## src/rtl/decode_issue_buffer_pkg.sv

```systemverilog
// Shared types and MIPS opcode/funct constants for the decode issue buffer.
package decode_issue_buffer_pkg;

  typedef struct packed {
    logic       is_br;
    logic       is_hilo;
    logic       is_priv;
    logic [4:0] dst;
    logic       use_rs;
    logic       use_rt;
  } predecode_t;

  localparam logic [5:0] OP_SPECIAL = 6'h00;
  localparam logic [5:0] OP_REGIMM  = 6'h01;
  localparam logic [5:0] OP_J       = 6'h02;
  localparam logic [5:0] OP_JAL     = 6'h03;
  localparam logic [5:0] OP_BEQ     = 6'h04;
  localparam logic [5:0] OP_BNE     = 6'h05;
  localparam logic [5:0] OP_BLEZ    = 6'h06;
  localparam logic [5:0] OP_BGTZ    = 6'h07;
  localparam logic [5:0] OP_ADDI    = 6'h08;
  localparam logic [5:0] OP_ADDIU   = 6'h09;
  localparam logic [5:0] OP_SLTI    = 6'h0a;
  localparam logic [5:0] OP_SLTIU   = 6'h0b;
  localparam logic [5:0] OP_ANDI    = 6'h0c;
  localparam logic [5:0] OP_ORI     = 6'h0d;
  localparam logic [5:0] OP_XORI    = 6'h0e;
  localparam logic [5:0] OP_LUI     = 6'h0f;
  localparam logic [5:0] OP_COP0    = 6'h10;
  localparam logic [5:0] OP_LB      = 6'h20;
  localparam logic [5:0] OP_LH      = 6'h21;
  localparam logic [5:0] OP_LW      = 6'h23;
  localparam logic [5:0] OP_LBU     = 6'h24;
  localparam logic [5:0] OP_LHU     = 6'h25;
  localparam logic [5:0] OP_SB      = 6'h28;
  localparam logic [5:0] OP_SH      = 6'h29;
  localparam logic [5:0] OP_SW      = 6'h2b;

  localparam logic [5:0] FN_SLL     = 6'h00;
  localparam logic [5:0] FN_SRL     = 6'h02;
  localparam logic [5:0] FN_SRA     = 6'h03;
  localparam logic [5:0] FN_SLLV    = 6'h04;
  localparam logic [5:0] FN_SRLV    = 6'h06;
  localparam logic [5:0] FN_SRAV    = 6'h07;
  localparam logic [5:0] FN_JR      = 6'h08;
  localparam logic [5:0] FN_JALR    = 6'h09;
  localparam logic [5:0] FN_SYSCALL = 6'h0c;
  localparam logic [5:0] FN_BREAK   = 6'h0d;
  localparam logic [5:0] FN_MFHI    = 6'h10;
  localparam logic [5:0] FN_MTHI    = 6'h11;
  localparam logic [5:0] FN_MFLO    = 6'h12;
  localparam logic [5:0] FN_MTLO    = 6'h13;
  localparam logic [5:0] FN_MULT    = 6'h18;
  localparam logic [5:0] FN_MULTU   = 6'h19;
  localparam logic [5:0] FN_DIV     = 6'h1a;
  localparam logic [5:0] FN_DIVU    = 6'h1b;
  localparam logic [5:0] FN_ADD     = 6'h20;
  localparam logic [5:0] FN_ADDU    = 6'h21;
  localparam logic [5:0] FN_SUB     = 6'h22;
  localparam logic [5:0] FN_SUBU    = 6'h23;
  localparam logic [5:0] FN_AND     = 6'h24;
  localparam logic [5:0] FN_OR      = 6'h25;
  localparam logic [5:0] FN_XOR     = 6'h26;
  localparam logic [5:0] FN_NOR     = 6'h27;
  localparam logic [5:0] FN_SLT     = 6'h2a;
  localparam logic [5:0] FN_SLTU    = 6'h2b;

  // Younger instruction reads a register the older one writes (r0 never counts).
  function automatic logic raw_hazard(predecode_t older, predecode_t younger,
                                      logic [4:0] rs, logic [4:0] rt);
    return (older.dst != 5'd0) &&
           ((younger.use_rs && (rs == older.dst)) ||
            (younger.use_rt && (rt == older.dst)));
  endfunction

endpackage

```

## src/rtl/decode_issue_buffer_predecode.sv

```systemverilog
// Combinational pre-decode of one buffered instruction word into pairing attributes.
module issue_predecode
  import decode_issue_buffer_pkg::*;
(
  input  logic [31:0] i_instr,
  output predecode_t  o_pd
);

  logic [5:0] w_op;
  logic [5:0] w_fn;
  logic [4:0] w_rt;
  logic [4:0] w_rd;
  logic       w_unused;

  assign w_op     = i_instr[31:26];
  assign w_fn     = i_instr[5:0];
  assign w_rt     = i_instr[20:16];
  assign w_rd     = i_instr[15:11];
  assign w_unused = ^{i_instr[25:21], i_instr[10:6]};

  // Anything not recognised is treated as privileged so it never pairs.
  always_comb begin
    o_pd = '0;
    case (w_op)
      OP_SPECIAL: begin
        case (w_fn)
          FN_SLL, FN_SRL, FN_SRA: begin
            o_pd.dst    = w_rd;
            o_pd.use_rt = 1'b1;
          end
          FN_SLLV, FN_SRLV, FN_SRAV, FN_ADD, FN_ADDU, FN_SUB, FN_SUBU,
          FN_AND, FN_OR, FN_XOR, FN_NOR, FN_SLT, FN_SLTU: begin
            o_pd.dst    = w_rd;
            o_pd.use_rs = 1'b1;
            o_pd.use_rt = 1'b1;
          end
          FN_JR: begin
            o_pd.is_br  = 1'b1;
            o_pd.use_rs = 1'b1;
          end
          FN_JALR: begin
            o_pd.is_br  = 1'b1;
            o_pd.dst    = w_rd;
            o_pd.use_rs = 1'b1;
          end
          FN_SYSCALL, FN_BREAK: o_pd.is_priv = 1'b1;
          FN_MFHI, FN_MFLO: begin
            o_pd.is_hilo = 1'b1;
            o_pd.dst     = w_rd;
          end
          FN_MTHI, FN_MTLO: begin
            o_pd.is_hilo = 1'b1;
            o_pd.use_rs  = 1'b1;
          end
          FN_MULT, FN_MULTU, FN_DIV, FN_DIVU: begin
            o_pd.is_hilo = 1'b1;
            o_pd.use_rs  = 1'b1;
            o_pd.use_rt  = 1'b1;
          end
          default: o_pd.is_priv = 1'b1;
        endcase
      end
      OP_REGIMM: begin
        o_pd.is_br  = 1'b1;
        o_pd.use_rs = 1'b1;
        o_pd.dst    = w_rt[4] ? 5'd31 : 5'd0;  // BLTZAL/BGEZAL link
      end
      OP_J:   o_pd.is_br = 1'b1;
      OP_JAL: begin
        o_pd.is_br = 1'b1;
        o_pd.dst   = 5'd31;
      end
      OP_BEQ, OP_BNE: begin
        o_pd.is_br  = 1'b1;
        o_pd.use_rs = 1'b1;
        o_pd.use_rt = 1'b1;
      end
      OP_BLEZ, OP_BGTZ: begin
        o_pd.is_br  = 1'b1;
        o_pd.use_rs = 1'b1;
      end
      OP_ADDI, OP_ADDIU, OP_SLTI, OP_SLTIU, OP_ANDI, OP_ORI, OP_XORI,
      OP_LB, OP_LH, OP_LW, OP_LBU, OP_LHU: begin
        o_pd.dst    = w_rt;
        o_pd.use_rs = 1'b1;
      end
      OP_LUI: o_pd.dst = w_rt;
      OP_SB, OP_SH, OP_SW: begin
        o_pd.use_rs = 1'b1;
        o_pd.use_rt = 1'b1;
      end
      OP_COP0: o_pd.is_priv = 1'b1;
      default: o_pd.is_priv = 1'b1;
    endcase
  end

endmodule

```

## src/rtl/decode_issue_buffer.sv

```systemverilog
// Circular fetch-to-decode instruction queue with in-order dual-issue pairing at the head.
module decode_issue_buffer
  import decode_issue_buffer_pkg::*;
#(
  parameter int DEPTH   = 8,
  parameter int FETCH_W = 2,
  parameter int ISSUE_W = 2
) (
  input  logic                     i_clk,
  input  logic                     i_rst_n,
  input  logic                     i_flush,
  input  logic [FETCH_W-1:0]       i_in_valid,
  input  logic [FETCH_W-1:0][31:0] i_in_pc,
  input  logic [FETCH_W-1:0][31:0] i_in_instr,
  output logic                     o_in_ready,
  output logic [ISSUE_W-1:0]       o_out_valid,
  output logic [ISSUE_W-1:0][31:0] o_out_pc,
  output logic [ISSUE_W-1:0][31:0] o_out_instr,
  input  logic                     i_out_ready,
  output logic [$clog2(DEPTH):0]   o_count
);

  localparam int PTR_W = $clog2(DEPTH);
  localparam int CNT_W = PTR_W + 1;

  logic [31:0]      r_pc    [DEPTH];
  logic [31:0]      r_instr [DEPTH];
  logic [PTR_W-1:0] r_head;
  logic [PTR_W-1:0] r_tail;
  logic [CNT_W-1:0] r_count;

  logic [PTR_W-1:0] w_lane_idx   [ISSUE_W];
  logic [31:0]      w_lane_instr [ISSUE_W];
  predecode_t       w_pd         [ISSUE_W];
  logic             w_lane0_ok;
  logic             w_push_en;
  logic [CNT_W-1:0] w_push_cnt;
  logic [CNT_W-1:0] w_pop_cnt;
  logic [CNT_W-1:0] w_push_amt;
  logic [CNT_W-1:0] w_pop_amt;

  assign o_count    = r_count;
  assign o_in_ready = (r_count <= CNT_W'(DEPTH - FETCH_W));
  assign w_push_en  = (|i_in_valid) && o_in_ready && !i_flush;

  for (genvar l = 0; l < ISSUE_W; l++) begin : g_lane
    assign w_lane_idx[l]   = r_head + PTR_W'(l);
    assign w_lane_instr[l] = r_instr[w_lane_idx[l]];
    assign o_out_pc[l]     = r_pc[w_lane_idx[l]];
    assign o_out_instr[l]  = w_lane_instr[l];
    issue_predecode u_predecode (.i_instr(w_lane_instr[l]), .o_pd(w_pd[l]));
  end

  // A lone branch waits for its delay slot when the slot could have paired with it.
  assign w_lane0_ok = !i_flush && (r_count != '0) &&
                      !((ISSUE_W == 2) && w_pd[0].is_br && (r_count < CNT_W'(2)));

  if (ISSUE_W == 2) begin : g_dual
    logic w_lane1_ok;
    logic w_unused_pd;
    assign w_unused_pd = ^{w_pd[0].use_rs, w_pd[0].use_rt, w_pd[1].dst};
    assign w_lane1_ok  = w_lane0_ok && (r_count >= CNT_W'(2)) &&
                         !w_pd[0].is_priv && !w_pd[1].is_priv && !w_pd[1].is_br &&
                         !(w_pd[0].is_hilo && w_pd[1].is_hilo) &&
                         !raw_hazard(w_pd[0], w_pd[1],
                                     w_lane_instr[1][25:21], w_lane_instr[1][20:16]);
    assign o_out_valid = {w_lane1_ok, w_lane0_ok};
  end else begin : g_single
    assign o_out_valid = w_lane0_ok;
  end

  // Push/pop amounts; out_valid is already zero during flush so pop needs no flush term.
  always_comb begin
    w_push_cnt = '0;
    w_pop_cnt  = '0;
    for (int k = 0; k < FETCH_W; k++) begin
      w_push_cnt = w_push_cnt + CNT_W'(i_in_valid[k]);
    end
    for (int l = 0; l < ISSUE_W; l++) begin
      w_pop_cnt = w_pop_cnt + CNT_W'(o_out_valid[l]);
    end
    w_push_amt = w_push_en ? w_push_cnt : '0;
    w_pop_amt  = i_out_ready ? w_pop_cnt : '0;
  end

  // Queue pointers and occupancy; reset and flush override any push or pop.
  always_ff @(posedge i_clk) begin
    if (!i_rst_n || i_flush) begin
      r_head  <= '0;
      r_tail  <= '0;
      r_count <= '0;
    end else begin
      r_head  <= r_head + PTR_W'(w_pop_amt);
      r_tail  <= r_tail + PTR_W'(w_push_amt);
      r_count <= r_count + w_push_amt - w_pop_amt;
    end
  end

  // Entry storage is unreset; only slots covered by count are ever observed.
  always_ff @(posedge i_clk) begin
    for (int k = 0; k < FETCH_W; k++) begin
      if (w_push_en && i_in_valid[k]) begin
        r_pc[r_tail + PTR_W'(k)]    <= i_in_pc[k];
        r_instr[r_tail + PTR_W'(k)] <= i_in_instr[k];
      end
    end
  end

endmodule
```

## config.mk

```make
export PLATFORM = sky130hd
export DESIGN_NAME = decode_issue_buffer
export DESIGN_NICKNAME = d
export VERILOG_FILES = /design/src/rtl/decode_issue_buffer_pkg.sv /design/src/rtl/decode_issue_buffer_predecode.sv /design/src/rtl/decode_issue_buffer.sv
export SDC_FILE = /design/constraint.sdc
export NUM_CORES = 1
export LEC_CHECK = 0
export CORE_MARGIN = 2
export CORE_UTILIZATION = 52
export DETAILED_ROUTE_END_ITERATION = 10
export GPL_TIMING_DRIVEN = 0
export PLACE_DENSITY = 0.81
export SKIP_LAST_GASP = 1
export SYNTH_ARGS = -nofsm -noshare
export SYNTH_HDL_FRONTEND = slang
export SYNTH_SLANG_ARGS = --single-unit
```

## constraint.sdc

```tcl
create_clock -name i_clk -period 8.56 [get_ports i_clk]
set_input_delay 1.284 -clock i_clk [delete_from_list [all_inputs] [get_ports i_clk]]
set_output_delay 1.284 -clock i_clk [all_outputs]
set_load 0.01 [all_outputs]
```

; Word level (Yosys, flattened, before mapping)
; Memories as Yosys holds them, arrays and structs flattened. A register that Yosys moved wholly into a read port is not among the register bits.
; Cells that the tools add are included.
[word_totals]
regBits = 10
latchBits = 0
ram_bits = 512
romBits = 0
inputBits = 134
mem_count = 2
[classes]
add_sub_neg = 8
n_mul = 0
div = 0
n_lt_le_gt_ge = 3
n_eq_ne = 98
n_shift = 0
muxes = 27
n_bitwise = 0
reduce_logical = 50
[mem_list]
columns = memory, words, width, read_ports, rd_clocked_by_memory_dff, wr, line_no
row1 = r_instr, 8, 32, 2, 1, 2, decode_issue_buffer.sv:27  ; logic [31:0] r_instr [DEPTH];
row2 = r_pc, 8, 32, 2, 1, 2, decode_issue_buffer.sv:26  ; logic [31:0] r_pc [DEPTH];
[op_table]
columns = operator, n
row1 = == test 6 bit (second input constant), 36
row2 = == test 6 x 4 -> 1 bit (second input constant), 20
row3 = == test 6 x 5 -> 1 bit (second input constant), 16
row4 = == test 6 x 3 -> 1 bit (second input constant), 14
row5 = OR reduction 26 bit, 2
row6 = == test 6 x 2 -> 1 bit (second input constant), 8
row7 = OR reduction 23 bit, 2
row8 = OR reduction 20 bit, 2
row9 = logical NOT 6 bit, 4
row10 = OR reduction 21 bit, 1
row11 = case mux 5 bit (4 select lines), 1
row12 = OR reduction 19 bit, 1
row13 = logical AND 1 bit, 17
row14 = OR reduction 8 bit, 2
row15 = 2-to-1 mux 1 bit, 14
row16 = OR reduction 7 bit, 2
row17 = OR reduction 13 bit, 1
row18 = == test 6 x 1 -> 1 bit (second input constant), 2
row19 = case mux 1 bit (2 select lines), 6
row20 = == test 5 bit, 2
row21 = 2-to-1 mux 5 bit, 2
row22 = logical NOT 1 bit, 8
row23 = adder 3 x 1 -> 3 bit (second input constant), 2
row24 = adder 3 x 2 -> 3 bit, 2
row25 = 13 further kinds, 19

; Longest topological paths before layout
; Gate-level depths: netlist of run 1.
[depth]
ltp_word = 17
mapped_depth = 23
ltp_nobuf = 20

; Hierarchy
; A second synthesis of run 1 with hierarchy kept.
[hier_totals]
cells_unflattened = 2038
hier_area_um2 = 32132.1
[by_module_without_submodules]
columns = mod, n_inst, cells_each, area_per_inst_um2, seq_area_each_um2
row1 = decode_issue_buffer, 1, 1873, 31088.6, 15574.9
row2 = issue_predecode at g_lane[0].u_predecode, 1, 84, 524.3, 0.0
row3 = issue_predecode at g_lane[1].u_predecode, 1, 81, 519.2, 0.0

; Least setup slack after synthesis of run 1
; Ideal clock, no wire load.
[synth_path]
kind = in2reg
startpoint = input port i_in_valid[0]
endpoint = memory r_instr[0][0] (enable)
setup_ns = 0.581
arrival_time_ns = 6.895
slack_ns = 1.084
path_stages = 5
n_path_buf = 0
path_cell_list = inv_1 ha_1 nor3b_1 nand3b_1 o31ai_1
[synth_rtl]
columns = element, line_no
row1 = start: declaration, decode_issue_buffer.sv:12  ; input logic [FETCH_W-1:0] i_in_valid,
row2 = end: declaration, decode_issue_buffer.sv:27

; Worst setup path in the final report of run 1
[layout_path]
startpoint = register r_head[2]
endpoint = output port o_out_valid[1]
[layout_between]
elab_chain_cells = 11
[layout_rtl]
columns = element, line_no
row1 = start: declaration, decode_issue_buffer.sv:28  ; logic [PTR_W-1:0] r_head;
row2 = start signal: assignment, decode_issue_buffer.sv:93  ; r_head <= r_head + PTR_W'(w_pop_amt);
row3 = adder 3 x 1 -> 3 bit (*), decode_issue_buffer.sv:47  ; assign w_lane_idx[l] = r_head + PTR_W'(l);
row4 = memory read (8 x 32 bit) (*), -
row5 = == test 6 x 2 -> 1 bit (tied with other cells), decode_issue_buffer_predecode.sv:26  ; case (w_fn)
row6 = OR reduction 26 bit (no source line) (tied with other cells), -
row7 = 2-to-1 mux 1 bit, decode_issue_buffer_predecode.sv:26
row8 = case mux 1 bit (2 select lines), decode_issue_buffer_predecode.sv:24  ; case (w_op)
row9 = logical NOT 1 bit (tied with other cells), decode_issue_buffer.sv:63  ; !w_pd[0].is_priv && !w_pd[1].is_priv && !w_pd[1].is_br &&
row10 = logical AND 1 bit or logical OR 1 bit (tied branches), "decode_issue_buffer.sv:63, decode_issue_buffer_pkg.sv:72"
row11 = "logical AND 1 bit, on equally long branches", "decode_issue_buffer.sv:63, decode_issue_buffer_pkg.sv:71"
row12 = logical AND 1 bit or logical NOT 1 bit (tied branches), "decode_issue_buffer.sv:63, decode_issue_buffer.sv:65"
row13 = logical AND 1 bit (*), decode_issue_buffer.sv:64  ; !(w_pd[0].is_hilo && w_pd[1].is_hilo) &&
row14 = end: declaration, decode_issue_buffer.sv:16  ; output logic [ISSUE_W-1:0] o_out_valid,
; Every way passes the cells marked *; elsewhere a longest branch is shown, timed or not.

==> impl_metrics.ini, run 1 <==
[yosys]
synth.distinct_cells = 73
synth-edff-count = 512
netlist_instances = 1940
synth_compound_area_frac = 0.0178
syn-num-nets = 2091
synth_top_cells_by_count = mux2_2, edfxtp_1, mux4_2, nand2_1, clkbuf_1
synth.most_common_cell = mux2_2
synthTopCellsByArea = edfxtp_1, mux2_2, mux4_2
yosys.area.top_type_share = 0.496
synth_largest_area_cell = edfxtp_1
synth-main-ff-cell = edfxtp_1
mappedNetlistArea_sq_um = 31000
avgSynthCellArea_sq_um = 16.0
synthMuxAreaShare = 0.400
ys_async_sr_fraction = 0
yosys_warnings = 0
synthSimpleGateAreaFrac = 0.0437
synth_adder_area_share = 0.00783
synth_seq_cells = 522
synth_xor_area_frac = 0.00278
ys_seq_area_frac = 0.502
synth_top_family_by_area = multiplexers

[clock_network]
clock_latency_ns = 0.63
cts_hold_buf = 0
clock_sinks = 522
cts_setup_buffers = 0
clock-root-buffer = clkbuf_16
htree_levels = 2
clkTransAtPathRegs_ns = 0.06
tritoncts = done
clk_path_buf_depth = 3
numCtsBuffers = 54
post_cts_resized = 0

[route]
drc_errors = 0
wl_per_cell_um = 31.7
vias = 21200
firstDrtPassIters = 7
drtIter0Drc = 2613
ant_nets = 0
routed_wl_um = 98500
avgViaCountPerCell = 6.82

[critical_path]
cpPeakStageDelay_ns = 0.81
cp.required_ns = 7.28
path_max_fanout = 10
startpoint_type = flip-flop
crit_chain = buf_2, buf_2, buf_2, buf_4, buf_1, mux2i_1, o22ai_1, a211oi_1, o221ai_1, a2111oi_0, a211oi_1, buf_4, clkdlybuf4s50_1
critical_path_class = reg2out
cp.arrival_ns = 5.78
cp_top_family = buffers and inverters
crit_buf_inv = 7
crit_slowest_cell = mux2i_1
cp.depth = 13
rr_worst_depth = 20
endpoint_kind = primary output
cp_common_cell = buf_2

[global_route]
grtUsageTotal = 0.322
grt_pass1_wl_um = 143000
grt_pass1_vias = 21800
overflow = 0
grt_max_degree = 38
antenna_found_initial = 21

[placement]
place.gp.congestion = 0.929
place_area_sq_um = 35400
place_ws_ns = 2.15
hpwl_um = 68100
io_buffers = 268

[floorplan]
dieArea_sq_um = 61600
pin_count = 269
start_util = 0.525
core_sq_um = 59000
dieWidth_um = 248
die_height_um = 248
rows = 89

[power_and_ir_drop]
cellLeakagePower_nw = 11.9
ir_drop_mv = 0.139
p_per_area_nw_per_um2 = 165

[sta]
layout_min_cycle_time_ns = 7.07
worst_pin_slew_ns = 1.58
rsz0062_at_grt = false
final_hold_viol_count = 0
period_share = 0.825
layout_setup_ws_ns = 1.49
setup_violations = 0
slew_viol_final = 11
holdWs_ns = 0.686
fmax_ghz = 0.142
clock_skew_ns = 0.0297
slew_headroom = -0.0579

[cells_and_area]
nNetsFinal = 2442
area_delta_synth_final_pct = 19.3
fillerInstances = 4224
final_core_util = 0.627
layout-drive-gt1-share = 0.425
final_cell_area_sq_um = 37000

[worst_hold_path]
hold_path_class = reg2reg
worstHoldPathCells = 2

[status]
violations = capacitance limit, slew limit
outcome = complete, but fails checks

[job]
cap_violations = 1
-- report_power, final --
part | switching (mW) | internal [mW] | total [mW] | leakage [nW]
combinational | 0.472 | 0.485 | 0.957 | 6.42
sequential | 0.0277 | 2.88 | 2.90 | 4.72
clock | 1.00 | 1.23 | 2.24 | 0.779
total | 1.50 | 4.59 | 6.10 | 11.9
-- placed cells by master, fill, tap and decap left out, drive strengths merged, types with 5 or more instances in the layout --
| master | n |
|---|---|
| dfxtp | 10 |
| buf | 98 |
| inv | 39 |
| mux2 | 572 |
| and2 | 7 |
| edfxtp | 512 |
| clkdlybuf4s50 | 268 |
| nor3b | 22 |
| nor2 | 21 |
| mux4 | 246 |
| nand3 | 8 |
| mux2i | 33 |
| nand3b | 12 |
| a21oi | 14 |
| diode | 9 |
| clkinv | 23 |
| o22ai | 8 |
| a211oi | 7 |
| nand4 | 6 |
| nand2 | 170 |
| ha | 13 |
| clkbuf | 134 |
| xnor2 | 6 |
| nor2b | 5 |
| o21ai | 12 |
| nor3 | 20 |
-- area by class of cell --
type / instances / area [sq um] / area share
diodes: 9 / 22.5 / 0.000609
plain buffers: 140 / 652 / 0.0176
clock buffers: 65 / 1390 / 0.0377
clock inverters: 27 / 205 / 0.00555
inverters: 39 / 146 / 0.00396
multi-input cells: 1239 / 14700 / 0.398
flip-flops and latches: 522 / 15600 / 0.421
well taps: 773 / 967 / 0.0261
repair buffers: 295 / 3290 / 0.0890
-- worst paths after layout --
| path | slack [ns] | to | start |
|---|---|---|---|
| setup / recovery | 1.49 | o_out_valid[1] | r_head[2] |
| hold / removal | 0.69 | o_count[0] | o_count[0] |
| setup reg to reg | 2.16 | o_count[3] | r_head[2] |
| hold reg to reg | 0.69 | o_count[0] | o_count[0] |
-- through the flow --
stage | setup TNS [ns] | std cells | total power, mW
after detailed placement | 0 | 3008 | 3.89
after global routing | 0 | 3104 | 6.25
final | 0 | 3109 | 6.10
after global placement | -1244.16 | 2981 | 3.85
after CTS | 0 | 3100 | 6.08
after floorplan | 0 | 1940 | 3.47
-- per-layer routing --
metal  vias to the layer above  share of wire  GRT usage  wire, um
met4                        24          0.044      0.135      4350
met3                       300           0.11     0.0890     11000
met2                      1436           0.48      0.523     47600
met5                         -         0.0017          0       167
li1                       8594              -          -         -
met1                     10800           0.36      0.408     35400
-- sequential cells by signal, indices dropped and copies added, names as in the netlist --
signal and flops:
r_tail 3, r_pc 256, r_head 3, r_instr 256, o_count 4
-- worst register-to-register path, delay by kind of cell (launching register included) --
family / cells / cell delay [ns]
AOI/OAI and AO/OA: 7 / 1.63
xor gates and xnor gates: 1 / 0.13
adders and majority gates: 3 / 0.98
buffers and inverters: 6 / 2.15
DFF: 1 / 0.31
muxes: 1 / 0.82
and+or+nand+nor: 2 / 0.26
-- kinds of logic (layout without fill, tap and decap cells) --
kind of cell / count (synthesis) / count (layout)
compound gates: 78 / 78
xor+xnor: 9 / 9
fa+ha+maj: 17 / 17
buf+inv: 179 / 566
flops: 522 / 522
mux: 851 / 851
other cells: 0 / 9
simple gates: 284 / 284
Power figures use the tool's default switching activity.
==> run 2: changes to the inputs <==
- clock period: 8.56 -> 7.07 ns (I/O delays scaled with it)
==> impl_metrics.ini, run 2 (synthesis gave the netlist of run 1 again) <==
[global_route]
grtUsageTotal = 0.322
grt_pass1_wl_um = 143000
grt_max_degree = 38
antenna_found_initial = 19
overflow = 0
grt_pass1_vias = 21900

[placement]
io_buffers = 268
place.gp.congestion = 0.946
hpwl_um = 68500

[sta]
worst_pin_slew_ns = 1.53
setup_tns_ns = 0
fmax_ghz = 0.146
rsz0062_at_grt = false
setup_violations = 0
clock_skew_ns = 0.0243
slew_headroom = -0.0210
layout_min_cycle_time_ns = 6.85
slew_viol_final = 11
holdWs_ns = 0.692
final_hold_viol_count = 0
period_share = 0.968

[clock_network]
cts_setup_buffers = 0
clock-root-buffer = clkbuf_16
numCtsBuffers = 54
tritoncts = done
clock_sinks = 522
htree_levels = 2
post_cts_resized = 0
cts_hold_buf = 0
clkTransAtPathRegs_ns = 0.06
clock_latency_ns = 0.62
clk_path_buf_depth = 3

[critical_path]
endpoint_kind = primary output
cp_common_cell = buf_2
cpPeakStageDelay_ns = 0.85
ff2ff_setup_slack_ns = 0.57
crit_slowest_cell = mux2i_1
startpoint_type = flip-flop
path_max_fanout = 10
crit_chain = buf_2, buf_2, buf_2, buf_4, buf_1, mux2i_1, o22ai_1, a211oi_1, o221ai_1, a2111oi_0, a211oi_1, buf_4, clkdlybuf4s50_1
crit_start = r_head[2]
rr_startpoint = r_head[2]
cp.required_ns = 6.01
cp.arrival_ns = 5.78
critical_path_class = reg2out

[status]
violations = capacitance limit, slew limit
outcome = complete, but fails checks

[route]
avgViaCountPerCell = 6.81
wl_per_cell_um = 31.6
routed_wl_um = 98600
firstDrtPassIters = 6
ant_nets = 0
drc_errors = 0
drtIter0Drc = 2745
vias = 21200

[power_and_ir_drop]
swShare = 0.248
p_total_mw = 7.35
p_per_area_nw_per_um2 = 198
power_frac_seq = 0.478
combPwrFrac = 0.159
ir_drop_mv = 0.185
p_sw_mw = 1.82
cellLeakagePower_nw = 12.0
p_clk_frac = 0.363
internal-power_mw = 5.53

[floorplan]
core_sq_um = 59000
dieArea_sq_um = 61600
start_util = 0.525
dieWidth_um = 248
rows = 89
pin_count = 269
die_height_um = 248

[worst_hold_path]
hold_path_class = reg2reg
hold_start = o_count[0]

[cells_and_area]
nNetsFinal = 2445
area_delta_synth_final_pct = 19.7
final_cell_mix = mux2_2, edfxtp_1, clkdlybuf4s50_1
layout-drive-gt1-share = 0.427
final_common_cell = mux2_2

[job]
cap_violations = 1
==> run 2: worst paths after layout <==
check,endpoint,depth (start not counted)
setup reg to reg,o_count[3],20
hold / removal,o_count[0],2
hold reg to reg,o_count[0],2
setup / recovery,o_out_valid[1],13
==> run 2: through the flow <==
step	std cells	utilization	setup slack [ns]	area [sq um]
CTS	3109	0.629	0.421	37100
global placement	2981	0.587	-6.39	34700
floorplan	1940	-	0.0166	31000
detailed placement	3011	0.602	0.815	35500
global route	3113	0.629	0.132	37100
finish	3118	0.629	0.225	37100
==> run 2: area by class of cell <==
type                    instances  area (sq um)
fillers                      4268         21900
flip-flops and latches        522         15600
multi-input cells            1239         14700
repair buffers                298          3440
clock buffers                  68          1430
well taps                     773           967
plain buffers                 140           652
clock inverters                30           166
inverters                      39           146
diodes                          9          22.5
==> run 2: per-layer routing <==
layer	up-vias	global-route usage	share of wire
li1	8619	-	-
met4	24	0.144	0.044
met2	1484	0.522	0.48
met5	-	0	0.0013
met3	328	0.0825	0.12
met1	10800	0.409	0.35
==> run 2: critical path: cells and delay by family (launching register included) <==
kind	cells	cell delay, ns
flops	1	0.30
buf+inv	7	2.64
compound gates	5	1.34
mux	1	0.85
==> run 2: power by group through the flow <==
stage	logic, mW	registers, mW	clock network (mW)
global route	1.23	3.52	2.79
CTS	1.15	3.51	2.67
detailed placement	1.14	3.58	0
floorplan	0.626	3.57	0
global placement	1.08	3.58	0
finish	1.17	3.51	2.67
